===== config.mk =====
export PLATFORM = sky130hd
export DESIGN_NAME = exec_sequencer_flat
export DESIGN_NICKNAME = d
export VERILOG_FILES = /design/src/rtl/exec_sequencer_if.sv /design/src/rtl/exec_sequencer.sv /design/src/flat_wrapper.sv
export SDC_FILE = /design/constraint.sdc
export NUM_CORES = 1
export LEC_CHECK = 0
export CORE_MARGIN = 10
export CORE_UTILIZATION = 43
export CTS_CLUSTER_SIZE = 16
export DETAILED_ROUTE_END_ITERATION = 8
export PLACE_DENSITY_LB_ADDON = 0.08
export SKIP_LAST_GASP = 1
export SLEW_MARGIN = 5
export SYNTH_ARGS = -nofsm -noshare
export SYNTH_HDL_FRONTEND = slang
export SYNTH_SLANG_ARGS = --single-unit

===== constraint.sdc =====
create_clock -name clk -period 2.2 [get_ports clk]
set_input_delay 0.66 -clock clk [delete_from_list [all_inputs] [get_ports clk]]
set_output_delay 0.66 -clock clk [all_outputs]
set_load 0.02 [all_outputs]

===== src/rtl/exec_sequencer_if.sv =====
// rtl/exec_sequencer_if.sv - fetch, decoder, ALU, regfile and data-store signals of the sequencer
interface exec_sequencer_if;
    logic        imem_req;
    logic [31:0] imem_addr;
    logic        imem_ack;
    logic [31:0] imem_data;
    logic [31:0] inst;
    logic [7:0]  dec_opcode;
    logic [1:0]  dec_dst;
    logic        dec_src;
    logic        alu_start;
    logic        alu_done;
    logic [31:0] alu_result;
    logic        rf_we;
    logic        dmem_req;
    logic        dmem_ack;

    modport master (
        output imem_req, imem_addr, inst, alu_start, rf_we, dmem_req,
        input  imem_ack, imem_data, dec_opcode, dec_dst, dec_src,
               alu_done, alu_result, dmem_ack
    );

    modport slave (
        input  imem_req, imem_addr, inst, alu_start, rf_we, dmem_req,
        output imem_ack, imem_data, dec_opcode, dec_dst, dec_src,
               alu_done, alu_result, dmem_ack
    );
endinterface


===== src/rtl/exec_sequencer.sv =====
// rtl/exec_sequencer.sv - multi-cycle fetch/decode/exec/mem/wb sequencer; SEQ_PERF_CNT_EN adds perf counters
module exec_sequencer #(
    parameter logic [31:0] RESET_PC    = 32'h0000_0000,
    parameter logic [31:0] PC_STEP     = 32'd4,
    parameter int          ALU_TIMEOUT = 64
) (
    input  logic              clk,
    input  logic              rst_n,
    input  logic              run,
    exec_sequencer_if.master  bus,
    output logic [31:0]       pc,
    output logic              busy,
    output logic              halted,
    output logic              fault
`ifdef SEQ_PERF_CNT_EN
    ,
    output logic [31:0]       retired_cnt,
    output logic [31:0]       stall_cnt
`endif
);

    localparam int TW = $clog2(ALU_TIMEOUT + 1);

    typedef enum logic [2:0] {
        S_IDLE, S_FETCH, S_DECODE, S_EXEC, S_MEM, S_WB, S_HALT
    } state_t;

    state_t        state;
    logic [TW-1:0] tcnt;
    logic [31:0]   inst_q;
    logic          imem_req_q, alu_start_q, rf_we_q, dmem_req_q;
    logic          retire;
    logic [31:0]   next_pc;
    logic          unused_dec_src;

    assign bus.imem_req  = imem_req_q;
    assign bus.imem_addr = pc;
    assign bus.inst      = inst_q;
    assign bus.alu_start = alu_start_q;
    assign bus.rf_we     = rf_we_q;
    assign bus.dmem_req  = dmem_req_q;
    assign unused_dec_src = bus.dec_src;

    // Instruction boundary: the point where the pc advances and run is sampled.
    always_comb begin
        retire  = 1'b0;
        next_pc = pc + PC_STEP;
        case (state)
            S_EXEC: begin
                if (bus.alu_done && bus.dec_dst == 2'b10) begin
                    retire  = 1'b1;
                    next_pc = bus.alu_result;
                end else if (bus.alu_done && bus.dec_dst == 2'b00) begin
                    retire = 1'b1;
                end
            end
            S_MEM:   retire = bus.dmem_ack;
            S_WB:    retire = 1'b1;
            default: retire = 1'b0;
        endcase
    end

    always_ff @(posedge clk or negedge rst_n) begin
        if (!rst_n) begin
            state       <= S_IDLE;
            pc          <= RESET_PC;
            inst_q      <= 32'h0;
            imem_req_q  <= 1'b0;
            alu_start_q <= 1'b0;
            rf_we_q     <= 1'b0;
            dmem_req_q  <= 1'b0;
            busy        <= 1'b0;
            halted      <= 1'b0;
            fault       <= 1'b0;
            tcnt        <= '0;
        end else begin
            alu_start_q <= 1'b0;
            rf_we_q     <= 1'b0;
            case (state)
                S_IDLE: begin
                    if (run) begin
                        state      <= S_FETCH;
                        imem_req_q <= 1'b1;
                        busy       <= 1'b1;
                    end
                end
                S_FETCH: begin
                    if (bus.imem_ack) begin
                        inst_q     <= bus.imem_data;
                        imem_req_q <= 1'b0;
                        state      <= S_DECODE;
                    end
                end
                S_DECODE: begin
                    if (bus.dec_opcode == 8'hFF) begin
                        state  <= S_HALT;
                        busy   <= 1'b0;
                        halted <= 1'b1;
                    end else begin
                        state       <= S_EXEC;
                        alu_start_q <= 1'b1;
                        tcnt        <= '0;
                    end
                end
                S_EXEC: begin
                    if (bus.alu_done) begin
                        if (bus.dec_dst == 2'b01) begin
                            state      <= S_MEM;
                            dmem_req_q <= 1'b1;
                        end else if (bus.dec_dst == 2'b11) begin
                            state   <= S_WB;
                            rf_we_q <= 1'b1;
                        end
                    end else if (tcnt == TW'(ALU_TIMEOUT - 1)) begin
                        state  <= S_HALT;
                        fault  <= 1'b1;
                        halted <= 1'b1;
                        busy   <= 1'b0;
                    end else begin
                        tcnt <= tcnt + 1'b1;
                    end
                end
                S_MEM: begin
                    if (bus.dmem_ack) dmem_req_q <= 1'b0;
                end
                default: ;
            endcase
            // Overrides the per-state next state when an instruction completes.
            if (retire) begin
                pc <= next_pc;
                if (run) begin
                    state      <= S_FETCH;
                    imem_req_q <= 1'b1;
                end else begin
                    state <= S_IDLE;
                    busy  <= 1'b0;
                end
            end
        end
    end

`ifdef SEQ_PERF_CNT_EN
    logic stall;
    assign stall = (state == S_FETCH && !bus.imem_ack) ||
                   (state == S_EXEC  && !bus.alu_done) ||
                   (state == S_MEM   && !bus.dmem_ack);

    always_ff @(posedge clk or negedge rst_n) begin
        if (!rst_n) begin
            retired_cnt <= 32'h0;
            stall_cnt   <= 32'h0;
        end else begin
            if (retire) retired_cnt <= retired_cnt + 32'd1;
            if (stall)  stall_cnt   <= stall_cnt + 32'd1;
        end
    end
`endif

endmodule


===== src/flat_wrapper.sv =====
// flat-port wrapper written by rule: the top's interface ports become plain ports
module exec_sequencer_flat 
#(
    parameter logic [31:0] RESET_PC    = 32'h0000_0000,
    parameter logic [31:0] PC_STEP     = 32'd4,
    parameter int          ALU_TIMEOUT = 64
)
  (clk, rst_n, run, pc, busy, halted, fault, bus_imem_req, bus_imem_addr, bus_inst, bus_alu_start, bus_rf_we, bus_dmem_req, bus_imem_ack, bus_imem_data, bus_dec_opcode, bus_dec_dst, bus_dec_src, bus_alu_done, bus_alu_result, bus_dmem_ack);
  exec_sequencer_if bus_i ();
  input  logic clk;
  input  logic rst_n;
  input  logic run;
  output logic [31:0] pc;
  output logic busy;
  output logic halted;
  output logic fault;
  output wire logic [$bits(bus_i.imem_req)-1:0] bus_imem_req;
  output wire logic [$bits(bus_i.imem_addr)-1:0] bus_imem_addr;
  output wire logic [$bits(bus_i.inst)-1:0] bus_inst;
  output wire logic [$bits(bus_i.alu_start)-1:0] bus_alu_start;
  output wire logic [$bits(bus_i.rf_we)-1:0] bus_rf_we;
  output wire logic [$bits(bus_i.dmem_req)-1:0] bus_dmem_req;
  input wire logic [$bits(bus_i.imem_ack)-1:0] bus_imem_ack;
  input wire logic [$bits(bus_i.imem_data)-1:0] bus_imem_data;
  input wire logic [$bits(bus_i.dec_opcode)-1:0] bus_dec_opcode;
  input wire logic [$bits(bus_i.dec_dst)-1:0] bus_dec_dst;
  input wire logic [$bits(bus_i.dec_src)-1:0] bus_dec_src;
  input wire logic [$bits(bus_i.alu_done)-1:0] bus_alu_done;
  input wire logic [$bits(bus_i.alu_result)-1:0] bus_alu_result;
  input wire logic [$bits(bus_i.dmem_ack)-1:0] bus_dmem_ack;
  assign bus_imem_req = bus_i.imem_req;
  assign bus_imem_addr = bus_i.imem_addr;
  assign bus_inst = bus_i.inst;
  assign bus_alu_start = bus_i.alu_start;
  assign bus_rf_we = bus_i.rf_we;
  assign bus_dmem_req = bus_i.dmem_req;
  assign bus_i.imem_ack = bus_imem_ack;
  assign bus_i.imem_data = bus_imem_data;
  assign bus_i.dec_opcode = bus_dec_opcode;
  assign bus_i.dec_dst = bus_dec_dst;
  assign bus_i.dec_src = bus_dec_src;
  assign bus_i.alu_done = bus_alu_done;
  assign bus_i.alu_result = bus_alu_result;
  assign bus_i.dmem_ack = bus_dmem_ack;
  exec_sequencer #(.RESET_PC(RESET_PC), .PC_STEP(PC_STEP), .ALU_TIMEOUT(ALU_TIMEOUT)) u_core (.clk(clk), .rst_n(rst_n), .run(run), .bus(bus_i), .pc(pc), .busy(busy), .halted(halted), .fault(fault));
endmodule

Yosys cells after proc, flatten, opt, wreduce, memory -nomap -nowiden
Index checks and enable logic that the tools add are counted.
{"block": "totals", "in_bits": 81, "reg_bits": 81, "out_inout_bits": 103, "elab_cells": 94}
{"block": "op_classes", "n_addsub": 2, "reduce_logical": 13, "muxes": 45, "eq_ne": 22, "n_bitwise": 1}
{"cell": "$mux 32", "count": 2}
{"cell": "$add 32x3->32 const B", "count": 1}
{"cell": "$mux 1", "count": 25}
{"cell": "$mux 3", "count": 8}
{"cell": "$mux 7", "count": 3}
{"cell": "$pmux 7 s2", "count": 1}
{"cell": "$pmux 3 s4", "count": 1}
{"cell": "$reduce_and 4->1", "count": 3}
{"cell": "$ne 2x2->1 const B", "count": 5}
{"cell": "$eq 8x8->1 const B", "count": 1}
{"cell": "$add 7x1->7 const B", "count": 1}
{"cell": "$eq 7x6->1 const B", "count": 1}
{"cell": "$eq 3x2->1 const B", "count": 2}
{"cell": "$eq 3x3->1 const B", "count": 2}
{"cell": "$ne 2x1->1 const B", "count": 3}
{"cell": "$ne 3x2->1 const B", "count": 2}
{"cell": "$pmux 1 s2", "count": 3}
{"cell": "$pmux 1 s3", "count": 2}
{"cell": "$ne 5x2->1 const B", "count": 1}
{"cell": "$reduce_and 5->1", "count": 1}
{"cell": "$reduce_bool 5->1", "count": 1}
{"cell": "$eq 2x2->1 const B", "count": 2}
{"cell": "$ne 4x2->1 const B", "count": 1}
{"cell": "$reduce_bool 2->1", "count": 2}
{"cell": "other kinds (8)", "count": 9}

Logic depth before layout (Yosys ltp)
{"block": "depth", "depth_word": 7, "mapped_depth": 7, "ltp_nobuf": 6}

Least setup slack after synthesis
No wires, ideal clock.
{"block": "synth_path", "path_kind": "input to register", "startpoint": "input bus_dmem_ack", "endpoint": "register u_core.pc[31] (netlist: u_core.bus.imem_addr[31])", "t_arrival_ns": 1.881, "path_buffers": 0, "setup_time_ns": 0.069, "cell_stages": 5, "required_ns": 2.131, "slack_ns": 0.250, "cell_sequence": "nor2_1 > or3b_2 > o21a_1 > or4_1 > nand3_1"}
{"block": "synth_via", "elab_chain_len": 1}
{"item": "from (decl)", "line_no": "flat_wrapper.sv:30", "source": "input wire logic [$bits(bus_i.dmem_ack)-1:0] bus_dmem_ack;"}
{"item": "$pmux 1 s3", "line_no": "exec_sequencer.sv:48", "source": "case (state)"}
{"item": "to (signal assigned)", "line_no": "exec_sequencer.sv:130", "source": "pc <= next_pc;"}
{"item": "to (decl)", "line_no": "exec_sequencer.sv:11", "source": "output logic [31:0] pc,"}
Every way passes these cells.
A chain may end at the register's enable or synchronous reset.

Worst setup path after layout
Ends and elaborated chain as after synthesis.

==> impl_metrics.env <==
export IMPL_htreeDepth=3
export IMPL_use_met3_pct=6.42
export IMPL_worst_setup_path_start_kind="primary input"
export IMPL_dp_hpwl_um=10700
export IMPL_antenna_left=0
export IMPL_clock_fmax_ghz=0.461
export IMPL_wire_per_inst_um=18.5
export IMPL_core_area_um2=9770
export IMPL_tritoncts="yes"
export IMPL_setup_viol=0
export IMPL_port_buffers=182
export IMPL_synth_area_leaders="dfrtp_1, mux2_2, buf_4"
export IMPL_syn_inst=431
export IMPL_overflow=0
export IMPL_die_w_um=120
export IMPL_ys_seq_area_share_pct=47.0
export IMPL_grt_pass1_wl_um=21800
export IMPL_finalCritPeriodShare_pct=98.5
export IMPL_dr_pass1_iters=4
export IMPL_die_h_um=120
export IMPL_syn_num_nets=514
export IMPL_fin_skew_ns=0.00924
export IMPL_grt_use_met1_pct=22.1
export IMPL_synth_area_per_cell_um2=10.0
export IMPL_grt_pass1_vias=4130
export IMPL_worst_pin_slew_ns=0.495
export IMPL_initial_utilization_pct=44.1
export IMPL_reg2reg_setup_slack_ns=0.21
export IMPL_antenna_cells=0
export IMPL_path_clk_slew_ns=0.09
export IMPL_yosysTopAreaCellShare_pct=47.0
export IMPL_io_pins=184
export IMPL_synth_cell_types=58
export IMPL_nets=693
export IMPL_ys_async_sr_fraction_pct=100
export IMPL_ys_seq_elements=81
export IMPL_antenna_found_initial=0
export IMPL_path_class="primary input to flop"
export IMPL_clkSinkCount=81
export IMPL_maxCapViolCount=0
export IMPL_r2r_end="u_core.bus.imem_addr[19]"
export IMPL_relSlewSlack_pct=66.9
export IMPL_routed_wl_um=13900
export IMPL_use_met2_pct=30.6
export IMPL_cp_arrival_ns=2.47
export IMPL_tns_ns=0
export IMPL_gp_congestion=0.850
export IMPL_critPathCaptureType="flop"
export IMPL_dieArea_um2=14400
export IMPL_worstPathRequired_ns=2.50
export IMPL_hp_class="primary input to async pin"
export IMPL_drv_slew=0
export IMPL_drt_iter0_drc=193
export IMPL_finalHoldViolCount=0
export IMPL_drive_above_1_share_pct=17.8
export IMPL_drc_errors=0
export IMPL_p_per_area_nw_per_um2=1170
export IMPL_ctsHoldBuffers=0
export IMPL_n_fill_cell=835
export IMPL_rsz0062_at_grt="no"
export IMPL_cellLeakagePower_nw=2.86
export IMPL_clk_path_buf_depth=2
export IMPL_final_util_pct=67.0
export IMPL_dp_cells=732
export IMPL_final_cells=747
export IMPL_clk_latency_ns=0.37
export IMPL_clock_root_buffer="clkbuf_8"
export IMPL_vias_per_cell=5.39
export IMPL_r2r_start="u_core.bus.imem_addr[4]"
export IMPL_finalPower_mw=7.66
export IMPL_synth_ff_type="dfrtp_1"
export IMPL_grt_max_degree=30
export IMPL_rows=36
export IMPL_grt_busiest_layer="met2"
export IMPL_synth_edff_count=0
export IMPL_min_period_ns=2.17
export IMPL_crit_fanout=5
export IMPL_track_usage_pct=18.7
export IMPL_outcome="finished clean"
export IMPL_area_growth_syn_to_layout_pct=51.8
export IMPL_syn_cell_area_um2=4310
export IMPL_reg2reg_depth=5
export IMPL_synth_area_leader_cell="dfrtp_1"
export IMPL_cts_buffers=9
export IMPL_yosysWarnings=0
export IMPL_whs_ns=0.205
export IMPL_post_cts_setup_buffers=0
export IMPL_vias=4023
export IMPL_vdd_ir_drop_max_uv=732
per-layer routing:
| metal | wire, um | vias to the layer above |
|---|---|---|
| met2 | 6770 | 134 |
| met3 | 1120 | 11 |
| met4 | 195 | 0 |
| li1 | - | 1926 |
| met1 | 5780 | 1952 |
| met5 | 0 | - |
layout by cell type (no fill, tap or decap), types with 2 or more instances in the layout:
cell and instances:
nor3_1 9, buf_12 4, ha_1 2, nand3_1 18
dlygate4sd2_1 13, nor2_1 23, clkdlybuf4s50_1 154, dfrtp_1 80
o21ai_0 29, and3_1 4, a31o_2 3, bufinv_16 2
nor4_1 4, mux2_2 33, or3_1 3, o22ai_1 12
a22oi_1 4, nand2b_1 4, o32ai_1 2, buf_4 37
o31ai_1 2, a211oi_1 4, a41oi_1 2, clkbuf_8 9
o211ai_1 4, inv_1 9, a21oi_1 29, nand2_1 35
a21o_1 2, a311oi_1 8, dlymetal6s2s_1 14, a31oi_1 4
xnor2_1 2, and4bb_2 2, nand4_1 10, or3b_2 2
and4_1 3, or4_1 2
synthesized netlist by cell type (all sizes together), types with 3 or more instances:
| master | n |
|---|---|
| dfrtp | 81 |
| o22ai | 12 |
| buf | 44 |
| nor3 | 10 |
| clkbuf | 10 |
| inv | 9 |
| nand2 | 35 |
| nand4 | 12 |
| nor4 | 5 |
| a311oi | 8 |
| nand3 | 19 |
| o21ai | 29 |
| a31o | 3 |
| and4 | 3 |
| nor2 | 24 |
| o211ai | 5 |
| and3 | 4 |
| a22oi | 4 |
| or3 | 3 |
| a31oi | 4 |
| a211oi | 4 |
| or4 | 3 |
| mux2 | 33 |
| a21oi | 29 |
| nand2b | 4 |
worst max-delay path, stage by stage:
cell,delay [ns]
clkdlybuf4s50_1,0.49
nor2_1,0.05
or3b_2,0.49
o21a_4,0.17
or4_1,0.50
nand3_1,0.10
report_power, final:
group / leakage (nW) / internal (mW) / switching, mW / total [mW]
combinational: 1.75 / 1.96 / 1.98 / 3.94
sequential: 1.00 / 2.03 / 0.504 / 2.53
clock: 0.102 / 0.634 / 0.560 / 1.19
through the flow:
stage | setup WS, ns | cell area (um2)
after CTS | 0.0000948 | 6490
after global placement | -0.336 | 6300
final | 0.0322 | 6550
after floorplan | 0.250 | 4310
after global routing | 0.000434 | 6550
after detailed placement | -0.375 | 6300
layout make-up:
cell class	instances	area [um2]	area share [%]
sequential	81	2030	31.0
multi-input combinational	287	1920	29.3
clock inverter	5	81.3	1.24
tap	133	166	2.54
clock buffer	10	128	1.95
inverter	9	33.8	0.516
timing repair buffer	222	2190	33.4
flip-flops by register name, summed over array words and instances, names as in the netlist:
register and count:
u_core.bus.alu_start 1, u_core.bus.imem_addr 32, u_core.bus.dmem_req 1, u_core.halted 1, u_core.busy 1, u_core.tcnt 7, u_core.bus.rf_we 1, u_core.bus.imem_req 1
u_core.fault 1, u_core.bus.inst 32, u_core.state 3
kinds of logic after synthesis:
kind of cell / after synthesis / share of synthesized area, %
adders and majority gates: 2 / 0.580
DFF: 81 / 47.0
muxes: 34 / 8.85
xor gates and xnor gates: 2 / 0.406
and+or+nand+nor: 134 / 16.8
buffers and inverters: 63 / 9.29
AOI/OAI and AO/OA: 115 / 17.0
how the worst max path moves through the flow:
stage	startpoint	to	cells past startpoint
2_1_floorplan	bus_dmem_ack	u_core.bus.imem_addr[31]	5
3_3_place_gp	bus_dmem_ack	u_core.bus.imem_addr[31]	6
3_5_place_dp	bus_dmem_ack	u_core.bus.imem_addr[31]	6
4_1_cts	u_core.bus.imem_addr[5]	bus_imem_addr[5]	1
5_1_grt	u_core.bus.imem_addr[29]	pc[29]	1
6_report	bus_dmem_ack	u_core.bus.imem_addr[31]	6
timing repair:
action	CTS	global route
gates resized for setup	14	18
endpoints found under the hold margin	0	0
endpoints found under the setup margin	15	23
No activity file was read; power rests on OpenSTA's default activity.
